`src/rtl/cpu_pkg.sv`:
```
// Shared CPU constants and types for the IF stage and the branch predictor.
package cpu_pkg;

  localparam int unsigned XLEN               = 64;
  localparam logic [6:0]  OPCODE_BRANCH      = 7'b1100011;
  localparam logic [2:0]  FUNCT3_BEQ         = 3'b000;
  localparam int unsigned INST_BYTES_DEFAULT = 4;
  localparam logic [XLEN-1:0] RESET_PC_DEFAULT = '0;

  // Prediction record travelling with the instruction from IF into ID.
  typedef struct packed {
    logic            valid;
    logic            pred_taken;
    logic [XLEN-1:0] pred_target;
    logic [XLEN-1:0] pc;
  } if_id_t;

  function automatic logic is_beq(input logic [6:0] opcode, input logic [2:0] funct3);
    return (opcode == OPCODE_BRANCH) && (funct3 == FUNCT3_BEQ);
  endfunction

endpackage

```
`src/rtl/fetch_pc_unit_if.sv`:
```
// Handshake bundle between the fetch PC unit and its predictor / ID-stage / stats consumers.
interface fetch_pc_unit_if;
  import cpu_pkg::*;

  logic            enable;
  logic            branchTaken;
  logic [XLEN-1:0] predictedBranchPC;
  logic [31:0]     ID_INST;
  logic [XLEN-1:0] branchPC;
  logic            zero_flag;
  logic [XLEN-1:0] IF_PC;
  logic [XLEN-1:0] ID_PC;
  logic            flush;
  logic            redirect;
  logic [31:0]     branchCount;
  logic [31:0]     mispredictCount;

  modport master (
    output enable, branchTaken, predictedBranchPC, ID_INST, branchPC, zero_flag,
    input  IF_PC, ID_PC, flush, redirect, branchCount, mispredictCount
  );

  modport slave (
    input  enable, branchTaken, predictedBranchPC, ID_INST, branchPC, zero_flag,
    output IF_PC, ID_PC, flush, redirect, branchCount, mispredictCount
  );

endinterface

```
`src/rtl/mispredict_check.sv`:
```
// Combinational check of the ID-stage prediction against the resolved BEQ outcome.
module mispredict_check
  import cpu_pkg::*;
#(
  parameter int unsigned InstBytes = INST_BYTES_DEFAULT
) (
  input  if_id_t          id_rec_i,
  input  logic [31:0]     id_inst_i,
  input  logic            zero_flag_i,
  input  logic [XLEN-1:0] branch_pc_i,
  output logic            is_branch_o,
  output logic            redirect_o,
  output logic [XLEN-1:0] target_o
);

  logic actual_taken;
  logic taken_missed;
  logic taken_wrong_target;
  logic false_taken;

  // Only opcode and funct3 matter to branch recognition.
  logic unused_inst;
  assign unused_inst = ^{id_inst_i[31:15], id_inst_i[11:7]};

  always_comb begin
    is_branch_o        = id_rec_i.valid && is_beq(id_inst_i[6:0], id_inst_i[14:12]);
    actual_taken       = is_branch_o && zero_flag_i;
    taken_missed       = actual_taken && !id_rec_i.pred_taken;
    taken_wrong_target = actual_taken && id_rec_i.pred_taken &&
                         (id_rec_i.pred_target != branch_pc_i);
    // Also covers a predicted-taken slot that turned out not to be a BEQ at all.
    false_taken        = id_rec_i.valid && id_rec_i.pred_taken && !actual_taken;
    redirect_o         = taken_missed || taken_wrong_target || false_taken;
    target_o           = (taken_missed || taken_wrong_target) ? branch_pc_i
                                                              : id_rec_i.pc + XLEN'(InstBytes);
  end

endmodule

```
`src/rtl/fetch_pc_unit.sv`:
```
// IF-stage PC register, IF/ID prediction record and mispredict redirect.
// Optional branch/mispredict counters are built only when BP_STATS_EN is defined.
module fetch_pc_unit
  import cpu_pkg::*;
#(
  parameter logic [XLEN-1:0] RESET_PC   = RESET_PC_DEFAULT,
  parameter int unsigned     INST_BYTES = INST_BYTES_DEFAULT
) (
  input  logic           clk,
  input  logic           arst_n,
  fetch_pc_unit_if.slave bus
);

  logic [XLEN-1:0] pc_q, pc_d;
  if_id_t          rec_q, rec_d;
  logic            redirect;
  logic            is_branch;
  logic [XLEN-1:0] fix_target;

  mispredict_check #(
    .InstBytes (INST_BYTES)
  ) u_mispredict_check (
    .id_rec_i    (rec_q),
    .id_inst_i   (bus.ID_INST),
    .zero_flag_i (bus.zero_flag),
    .branch_pc_i (bus.branchPC),
    .is_branch_o (is_branch),
    .redirect_o  (redirect),
    .target_o    (fix_target)
  );

  always_comb begin
    pc_d  = pc_q;
    rec_d = rec_q;
    if (bus.enable) begin
      if (redirect) begin
        pc_d = fix_target;
      end else if (bus.branchTaken) begin
        pc_d = bus.predictedBranchPC;
      end else begin
        pc_d = pc_q + XLEN'(INST_BYTES);
      end
      // A flushed slot becomes a bubble with no prediction attached.
      rec_d.valid       = !redirect;
      rec_d.pred_taken  = bus.branchTaken && !redirect;
      rec_d.pred_target = redirect ? '0 : bus.predictedBranchPC;
      rec_d.pc          = pc_q;
    end
  end

  always_ff @(posedge clk or negedge arst_n) begin
    if (!arst_n) begin
      pc_q  <= RESET_PC;
      rec_q <= '0;
    end else begin
      pc_q  <= pc_d;
      rec_q <= rec_d;
    end
  end

  assign bus.IF_PC    = pc_q;
  assign bus.ID_PC    = rec_q.pc;
  assign bus.redirect = redirect;
  assign bus.flush    = redirect && bus.enable;

`ifdef BP_STATS_EN
  logic [31:0] branch_cnt_q, branch_cnt_d;
  logic [31:0] mispred_cnt_q, mispred_cnt_d;

  always_comb begin
    branch_cnt_d  = branch_cnt_q;
    mispred_cnt_d = mispred_cnt_q;
    if (is_branch && bus.enable && (branch_cnt_q != '1)) begin
      branch_cnt_d = branch_cnt_q + 32'd1;
    end
    if (bus.flush && (mispred_cnt_q != '1)) begin
      mispred_cnt_d = mispred_cnt_q + 32'd1;
    end
  end

  always_ff @(posedge clk or negedge arst_n) begin
    if (!arst_n) begin
      branch_cnt_q  <= '0;
      mispred_cnt_q <= '0;
    end else begin
      branch_cnt_q  <= branch_cnt_d;
      mispred_cnt_q <= mispred_cnt_d;
    end
  end

  assign bus.branchCount     = branch_cnt_q;
  assign bus.mispredictCount = mispred_cnt_q;
`else
  logic unused_is_branch;
  assign unused_is_branch    = is_branch;
  assign bus.branchCount     = '0;
  assign bus.mispredictCount = '0;
`endif

endmodule

```
`src/flat_wrapper.sv`:
```
// flat-port wrapper written by rule: the top's interface ports become plain ports
module fetch_pc_unit_flat import cpu_pkg::*;
#(
  parameter logic [XLEN-1:0] RESET_PC   = RESET_PC_DEFAULT,
  parameter int unsigned     INST_BYTES = INST_BYTES_DEFAULT
)
  (clk, arst_n, bus_enable, bus_branchTaken, bus_predictedBranchPC, bus_ID_INST, bus_branchPC, bus_zero_flag, bus_IF_PC, bus_ID_PC, bus_flush, bus_redirect, bus_branchCount, bus_mispredictCount);
  fetch_pc_unit_if bus_i ();
  input  logic clk;
  input  logic arst_n;
  input wire logic [$bits(bus_i.enable)-1:0] bus_enable;
  input wire logic [$bits(bus_i.branchTaken)-1:0] bus_branchTaken;
  input wire logic [$bits(bus_i.predictedBranchPC)-1:0] bus_predictedBranchPC;
  input wire logic [$bits(bus_i.ID_INST)-1:0] bus_ID_INST;
  input wire logic [$bits(bus_i.branchPC)-1:0] bus_branchPC;
  input wire logic [$bits(bus_i.zero_flag)-1:0] bus_zero_flag;
  output wire logic [$bits(bus_i.IF_PC)-1:0] bus_IF_PC;
  output wire logic [$bits(bus_i.ID_PC)-1:0] bus_ID_PC;
  output wire logic [$bits(bus_i.flush)-1:0] bus_flush;
  output wire logic [$bits(bus_i.redirect)-1:0] bus_redirect;
  output wire logic [$bits(bus_i.branchCount)-1:0] bus_branchCount;
  output wire logic [$bits(bus_i.mispredictCount)-1:0] bus_mispredictCount;
  assign bus_i.enable = bus_enable;
  assign bus_i.branchTaken = bus_branchTaken;
  assign bus_i.predictedBranchPC = bus_predictedBranchPC;
  assign bus_i.ID_INST = bus_ID_INST;
  assign bus_i.branchPC = bus_branchPC;
  assign bus_i.zero_flag = bus_zero_flag;
  assign bus_IF_PC = bus_i.IF_PC;
  assign bus_ID_PC = bus_i.ID_PC;
  assign bus_flush = bus_i.flush;
  assign bus_redirect = bus_i.redirect;
  assign bus_branchCount = bus_i.branchCount;
  assign bus_mispredictCount = bus_i.mispredictCount;
  fetch_pc_unit #(.RESET_PC(RESET_PC), .INST_BYTES(INST_BYTES)) u_core (.clk(clk), .arst_n(arst_n), .bus(bus_i));
endmodule
```
`config.mk`:
```
export PLATFORM = sky130hd
export DESIGN_NAME = fetch_pc_unit_flat
export DESIGN_NICKNAME = d
export VERILOG_FILES = /design/src/rtl/cpu_pkg.sv /design/src/rtl/fetch_pc_unit_if.sv /design/src/rtl/mispredict_check.sv /design/src/rtl/fetch_pc_unit.sv /design/src/flat_wrapper.sv
export SDC_FILE = /design/constraint.sdc
export NUM_CORES = 1
export LEC_CHECK = 0
export ABC_CLOCK_PERIOD_IN_PS = 4300
export CAP_MARGIN = 20
export CORE_MARGIN = 2
export CORE_UTILIZATION = 46
export DETAILED_ROUTE_END_ITERATION = 16
export PLACE_DENSITY = 0.79
export SYNTH_ARGS = -nofsm -noshare
export SYNTH_HDL_FRONTEND = slang
export SYNTH_HIERARCHICAL = 1
export SYNTH_SLANG_ARGS = --single-unit
```
`constraint.sdc`:
```
create_clock -name clk -period 4.3 [get_ports clk]
set_input_delay 1.075 -clock clk [delete_from_list [all_inputs] [get_ports clk]]
set_output_delay 1.075 -clock clk [all_outputs]
set_load 0.01 [all_outputs]
```
=== Yosys cells after proc, flatten, opt, wreduce, memory -nomap -nowiden ===
Cells that the tools add are included.

* Reductions and logical operators: 16
* Equal/unequal tests: 2
* $add $sub $neg: 2
* Muxes and demuxes: 4

{| class="wikitable"
|+ Operators by type and width
! operator !! count
|-
| 64-bit two-way mux || 4
|-
| 64-bit by 3-bit adder with 64-bit output (second input constant) || 2
|-
| 64-bit inequality test || 1
|-
| 1-bit logical AND || 10
|-
| 7-bit == test (second input constant) || 1
|-
| 1-bit logical NOT || 3
|-
| 3-bit logical NOT || 1
|-
| 1-bit logical OR || 2
|}

* Bits of input ports: 165
* Flip-flop bits (word level): 194
* Output and inout bits: 194

=== Depth between registers and ports, before layout ===
Gate-level depths: netlist (run 1).

* Depth after elaboration: 10
* Gate-level depth with buffers: 16
* Mapped depth without buffers: 12

=== Hierarchy ===
Netlist (run 1), hierarchy kept.

{| class="wikitable"
|+ Modules (own cells, without submodules)
! module !! times used !! area each (um2) !! cells an instance !! seq. area each (um2)
|-
| fetch_pc_unit || 1 || 11098.1 || 1122 || 4854.7
|-
| mispredict_check || 1 || 2815.2 || 380 || 0.0
|}

=== Least setup slack after synthesis (run 1) ===
OpenSTA, ideal clock, no wires.

* Path type: input to output
* Start: input port bus_branchPC[15]
* End: output port bus_flush
* Cell stages on the path: 13
* Data arrival time: 3439 ps
* Setup slack: -214 ps
* Data required time: 3225 ps
* Cell sequence: xnor2_1 o221ai_1 a2111oi_2 nand4_1 o311ai_2 buf_4 buf_4 nand2_1 clkbuf_1 clkbuf_1 clkbuf_1 nand2_1 inv_1

* Longest elaborated chain between the ends: 5

{| class="wikitable"
|+ RTL lines
! element !! line !! text
|-
| start: declaration || flat_wrapper.sv:15 || <nowiki>input wire logic [$bits(bus_i.branchPC)-1:0] bus_branchPC;</nowiki>
|-
| 64-bit inequality test || mispredict_check.sv:30 || <nowiki>(id_rec_i.pred_target != branch_pc_i);</nowiki>
|-
| 1-bit logical AND || mispredict_check.sv:29 || <nowiki>taken_wrong_target = actual_taken && id_rec_i.pred_taken &&</nowiki>
|-
| 1-bit logical OR (2 in series) || mispredict_check.sv:33 || <nowiki>redirect_o = taken_missed || taken_wrong_target || false_taken;</nowiki>
|-
| net bus_redirect || flat_wrapper.sv:20 || <nowiki>output wire logic [$bits(bus_i.redirect)-1:0] bus_redirect;</nowiki>
|-
| 1-bit logical AND || fetch_pc_unit.sv:64 || <nowiki>assign bus.flush = redirect && bus.enable;</nowiki>
|-
| end: declaration || flat_wrapper.sv:19 || <nowiki>output wire logic [$bits(bus_i.flush)-1:0] bus_flush;</nowiki>
|}

The timed path passes the listed nets, and every way through them passes these cells.

=== Final worst setup path (run 1) ===
* Start: input port bus_branchPC[11]
* End: output port bus_redirect

* Longest elaborated chain between the ends: 4

{| class="wikitable"
|+ RTL lines
! element !! line
|-
| 64-bit inequality test || mispredict_check.sv:30
|-
| 1-bit logical AND || mispredict_check.sv:29
|-
| 1-bit logical OR (2 in series) || mispredict_check.sv:33
|-
| end: declaration || flat_wrapper.sv:20
|}

Every way passes these cells.

==> impl_metrics.tcl, run 1 <==
set metrics [dict create \
    status "complete, but fails checks" \
    violations "setup timing" \
    cts_tree "yes" \
    maxSlewHeadroom 0.2916 \
    rows 63 \
    die_h_um 177.9 \
    cts_hold_buffers 0 \
    cts_num_sinks 194 \
    power.total_uw 7745 \
    hpwlAfterDp_mm 38.26 \
    finalSetupViolCount 1 \
    ys_types 75 \
    synth_edf_count 0 \
    die_x_um 177.9 \
    grt_pass1_vias 12640 \
    setup_slack_ns -0.004135 \
    insertion_delay_ns 0.44 \
    clk_pin_slew_worst_paths_ns 0.07 \
    slowest_delay_ns 0.37 \
    crit_fanout 4 \
    async_flop_share 1.000 \
    drt-pass1-iter-count 6 \
    synth-compound-area-share 0.1675 \
    initial_core_util 0.4682 \
    coreArea_um2 29720 \
    cp_num_buf_inv 4 \
    total_leakage_power_uw 0.007302 \
    fin_hold_ws_ns 0.5291 \
    cp-start-kind "input port" \
    powerDensity_nw_per_um2 441.1 \
    cp_cell_sequence "dlygate4sd2_1 -> xnor2_1 -> buf_4 -> nand4_1 -> nor4_1 -> buf_4 -> nand4_1 -> o311ai_4 -> nand2_2 -> clkdlybuf4s15_1" \
    cts_buffers 17 \
    final.period_utilization 1.001 \
    ant_nets 0 \
    intPower_uw 4922 \
    portBuffers 272 \
    seq_power_share 0.387 \
    critical_path_class "in2out" \
    fin_crit_ns 4.304 \
    io-pin-count 359 \
    fmax_ghz 0.2323 \
    grt_pass1_wl_mm 76.67 \
    p_clk_frac 0.241 \
    hp-class "reg2reg" \
    wire_per_inst_um 24.36 \
    clockRootBuffer "clkbuf_16" \
    synth_flop_cell "dfrtp_1" \
    ys_warn_count 6 \
    synthCells 1502 \
    routabilityCongestion 1.023 \
    grt_overflow 0 \
    num_vias 13550 \
    avgSynthCellArea_um2 9.263 \
    hold_viol 0 \
    drcViolationCount 0 \
    max-vdd-ir-drop_mv 0.2577 \
    antenna_found_initial 2 \
    grt_usage 0.3218 \
    cp_slowest_cell "o311ai_4" \
    drtIter0Drc 1653 \
    p_switching_uw 2823 \
    muxShareOfSynthArea 0.1102 \
    layout-drive-gt1-share 0.1765 \
    netSwitchingFraction 0.3645 \
    ys_ff_latch 194 \
    power_frac_comb 0.372 \
    grt_max_degree 149 \
    area_growth_pct 26.20 \
    crit_path_end_kind "primary output" \
    yosysSeqAreaShare 0.3489 \
    routed_wl_mm 51.78 \
    cap_violations 0 \
    syn-cell-area_um2 13910 \
    slew_violations 0 \
    critPathRequiredTime_ns 3.22 \
    synth-xor-area-share 0.06484 \
    via_per_inst 6.373 \
    synth_fa_ha_area_frac 0.001799 \
    dieArea_um2 31650 \
    critical-path-top-delay-family "buffers and inverters" \
    cts_max_level 4 \
    worstPathArrival_ns 3.23 \
    worst_slew_pin_slew_ns 1.063 \
    synth_top_family_by_area "simple AND/OR/NAND/NOR gates" \
    fin_skew_ns 0.009682 \
    final_nets 1888 \
    yosys.area_share.simple 0.1974 \
    cts_buffer_depth 2 \
]
[flip-flops by register name, indices dropped and copies added (netlist names)]
register          count
u_core/rec_q         66
u_core/bus.IF_PC     64
u_core/bus.ID_PC     64
[cell usage after synthesis (all sizes together), types with 39 or more instances]
cell    number  share of area
nand3       82          0.030
o21ai       46          0.017
nand4       51          0.024
buf        147          0.077
a31o        63          0.040
nor2b       66          0.030
clkbuf      78          0.021
mux2       113          0.091
nor2        49          0.013
dfrtp      194           0.35
nand2       85          0.023
inv         39          0.011
xnor2       76          0.048
[cell usage in the layout (no fill, tap or decap), types with 19 or more instances in the layout]
cell	Yosys	final
xor2_1	27	27
a22o_1	31	31
inv_1	39	37
nor2_1	49	48
mux2i_1	26	26
a31o_2	63	63
and3_1	30	30
nor2b_1	66	65
mux2_1	33	33
clkdlybuf4s50_1	0	236
nor3_1	35	35
mux2_2	80	80
buf_4	130	83
nand2_1	85	84
xnor2_1	76	65
o21ai_0	46	46
nand3_1	81	81
dfrtp_1	194	194
conb_1	1	64
a22oi_1	24	24
nand4_1	48	48
or3_1	19	19
nor4_1	28	25
dlygate4sd2_1	0	22
[repair_timing]
item | 4_1_cts | 5_1_grt
setup endpoints to repair | 2 | 6
pin swaps | 20 | 19
gates cloned | 0 | 0
resized for setup | 39 | 19
buffers inserted | 0 | 1
endpoints found under the hold margin | 0 | 0
[cell type report]
cell class	count	area (um^2)
Timing Repair Buffer	362	3476
Tap cell	390	488.0
Clock buffer	21	480.5
Sequential cell	194	4855
Multi-Input combinational cell	1106	7908
Clock inverter	11	196.4
Antenna cell	2	5.005
Fill cell	2579	12160
Inverter	40	150.1
[per-layer routing]
metal,part of all wire,vias up,track usage,wire [um]
li1,-,5802,-,-
met1,0.39,6563,0.4374,20260
met2,0.44,1012,0.4934,22820
met3,0.13,171,0.08162,6545
met4,0.041,2,0.1199,2146
met5,0.00025,-,0,13
[cell families after synthesis]
logic type / after synthesis
multiplexers: 139
buffers and inverters: 265
AO/OA/AOI/OAI: 303
AND/OR/NAND/NOR: 495
adder cells (fa/ha/maj): 2
other: 1
flip-flops: 194
XOR/XNOR: 103
[metrics by stage]
step                      utilization  setup slack (ns)  cells  area (um^2)    TNS, ns
after detailed placement       0.5646           -0.4472   2091        16780     -16.63
after floorplan                     -          0.001903   1565        14170          0
after global placement         0.5646           -0.3989   2091        16780     -10.97
after global routing           0.5908          -0.02213   2125        17560   -0.04364
final                          0.5908         -0.004135   2126        17560  -0.004135
after CTS                      0.5884           0.01608   2123        17480          0
[worst paths after layout]
check	start	endpoint	slack (ns)	depth (start not counted)
worst max-delay path	bus_branchPC[11]	bus_redirect	-0.004	10
min in group asynchronous	arst_n	u_core/rec_q[95]$_DFFE_PN0P_	0.77	1
worst max register to register	u_core/rec_q[91]$_DFFE_PN0P_	u_core/bus.IF_PC[32]$_DFFE_PN0P_	0.56	13
worst min register to register	u_core/rec_q[127]$_DFFE_PN0P_	u_core/rec_q[127]$_DFFE_PN0P_	0.53	1
worst min-delay path	u_core/rec_q[127]$_DFFE_PN0P_	u_core/rec_q[127]$_DFFE_PN0P_	0.53	1
max in group asynchronous	arst_n	u_core/bus.IF_PC[20]$_DFFE_PN0P_	2.63	2
[power groups by stage]
stage	clock network [uW]	logic (uW)	registers [uW]
final	1860	2880	3000
after global routing	1950	3060	3070
after CTS	1870	2840	2980
after detailed placement	0	2820	3010
after global placement	0	2770	2980
after floorplan	0	1710	2800
Power figures use the tool's default switching activity.
==> inputs of run 2 (changes only) <==
Settings changed: CORE_MARGIN 2 to 3.
==> run 2 against run 1 <==
The flow still finishes with violations (setup timing). Global-route usage shrank 0.87 points. Design area grew 0.46%. Routed wire length grew 2.2%. Worst setup slack lost 0.039 ns. Clock power shrank 4%. Register-to-register slack gained 0.02 ns. Fmax shrank 0.91%. Total power shrank 0.87%. Final cell count grew 0.19%. Flip-flop and latch count is the same. Die area grew 2.3%. Critical endpoint unchanged. Largest power group unchanged.
==> impl_metrics.tcl, run 2 (same netlist as run 1, synthesis figures left out) <==
set metrics [dict create \
    grt_pass1_wl_mm 79.30 \
    fin_crit_ns 4.344 \
    power.total_uw 7678 \
    drt-pass1-iter-count 6 \
    coreArea_um2 29720 \
    powerDensity_nw_per_um2 435.3 \
    initial_core_util 0.4682 \
    die_h_um 179.9 \
    cts_buffers 17 \
    total_leakage_power_uw 0.007341 \
    area_growth_pct 26.78 \
    maxSlewHeadroom 0.3860 \
    wire_per_inst_um 24.86 \
    ant_nets 0 \
    crit_fanout 3 \
    hold_viol 0 \
    critPathRequiredTime_ns 3.22 \
    grt_max_degree 167 \
    rsz0062_at_grt "true" \
    worst_slew_pin_slew_ns 0.9210 \
    setup_tns_ns -0.08350 \
    violations "setup timing" \
    fin_skew_ns 0.01884 \
    cts_num_sinks 194 \
    layout_common_cells "240 x clkdlybuf4s50_1, 194 x dfrtp_1, 86 x buf_4" \
    routabilityCongestion 0.9692 \
    mostFrequentLayoutCell "clkdlybuf4s50_1" \
    max-vdd-ir-drop_mv 0.2877 \
    clk_pin_slew_worst_paths_ns 0.07 \
    cap_violations 0 \
    grt_pass1_vias 12800 \
    hpwlAfterDp_mm 38.96 \
    largest_register "u_core/rec_q" \
    drtIter0Drc 1811 \
    finalSetupViolCount 3 \
    largest_register_ffs 66 \
    slew_violations 0 \
    antenna_cells 0 \
    antenna_found_initial 1 \
    cp-start-kind "input port" \
    critical_path_class "in2out" \
    die_x_um 179.9 \
    worstPathArrival_ns 3.27 \
    status "complete, but fails checks" \
    final.period_utilization 1.010 \
    grt_overflow 0 \
    insertion_delay_ns 0.45 \
    layout-drive-gt1-share 0.1810 \
    clockRootBuffer "clkbuf_16" \
    dieArea_um2 32370 \
    num_vias 13370 \
    io-pin-count 359 \
    cts_tree "yes" \
    cp_cell_sequence "clkdlybuf4s50_1 -> xnor2_1 -> nand4_1 -> nor4_2 -> nand3_1 -> o311ai_4 -> nand2_2 -> clkdlybuf4s15_1" \
    setup_slack_ns -0.04352 \
    hp-class "reg2reg" \
    crit_path_end_kind "primary output" \
    routed_wl_mm 52.94 \
    via_per_inst 6.278 \
    final_nets 1894 \
    rows 63 \
    slowest_delay_ns 0.44 \
    cts_max_level 4 \
    cts_buffer_depth 2 \
    grt_usage 0.3132 \
    portBuffers 272 \
    drcViolationCount 0 \
    cp_slowest_cell "clkdlybuf4s50_1" \
    fmax_ghz 0.2302 \
]
run 2: final timing paths:
kind                                                from                                to  slack [ns]  cells past startpoint
max                                     bus_branchPC[14]                      bus_redirect       -0.04                      8
min                        u_core/rec_q[127]$_DFFE_PN0P_     u_core/rec_q[127]$_DFFE_PN0P_        0.55                      1
max reg2reg                 u_core/rec_q[72]$_DFFE_PN0P_  u_core/bus.IF_PC[63]$_DFFE_PN0P_        0.58                     14
min reg2reg                u_core/rec_q[127]$_DFFE_PN0P_     u_core/rec_q[127]$_DFFE_PN0P_        0.55                      1
max in group asynchronous                         arst_n      u_core/rec_q[79]$_DFFE_PN0P_        2.64                      2
min in group asynchronous                         arst_n  u_core/bus.ID_PC[37]$_DFFE_PN0P_        0.68                      1
run 2: worst max-delay path: cells and delay by family:
family	cells	cell delay, ns
xor+xnor	1	0.24
buf+inv	2	0.73
compound gates	1	0.34
simple gates	4	0.89
run 2: layer usage:
metal,vias up,GRT usage,part of all wire
li1,5832,-,-
met1,6504,0.4337,0.40
met2,901,0.4789,0.45
met3,134,0.07548,0.11
met4,2,0.1139,0.039
met5,-,0,0.00025
run 2: cell type report:
cell class                      count  area [um^2]
Clock buffer                       18        429.2
Tap cell                          390        488.0
Sequential cell                   194         4855
Timing Repair Buffer              368         3568
Inverter                           40        150.1
Fill cell                        2615        12080
Multi-Input combinational cell   1106         7948
Clock inverter                     14        201.4
run 2: per-stage QoR:
stage / setup WS, ns / hold slack, ns / instance area (um^2) / cells / utilization
floorplan: 0.001903 / 0.4755 / 14170 / 1565 / -
global placement: -0.5020 / 0.5159 / 16810 / 2095 / 0.5656
detailed placement: -0.5520 / 0.5164 / 16810 / 2095 / 0.5656
CTS: 0.0006597 / 0.5362 / 17480 / 2128 / 0.5883
global route: -0.05923 / 0.5486 / 17640 / 2130 / 0.5936
finish: -0.04352 / 0.5459 / 17640 / 2130 / 0.5936
run 2: repair_timing:
action / CTS / global route
pin swaps: 13 / 18
buffers inserted: 1 / 1
cloned: 0 / 1
hold buffers: 0 / 0
setup endpoints to repair: 8 / 36
gates resized for setup: 32 / 30
run 2: where the power goes:
part | switching (uW) | internal [uW] | total [uW]
registers | 756 | 2240 | 3000
logic | 1310 | 1600 | 2900
clock network | 790 | 987 | 1780
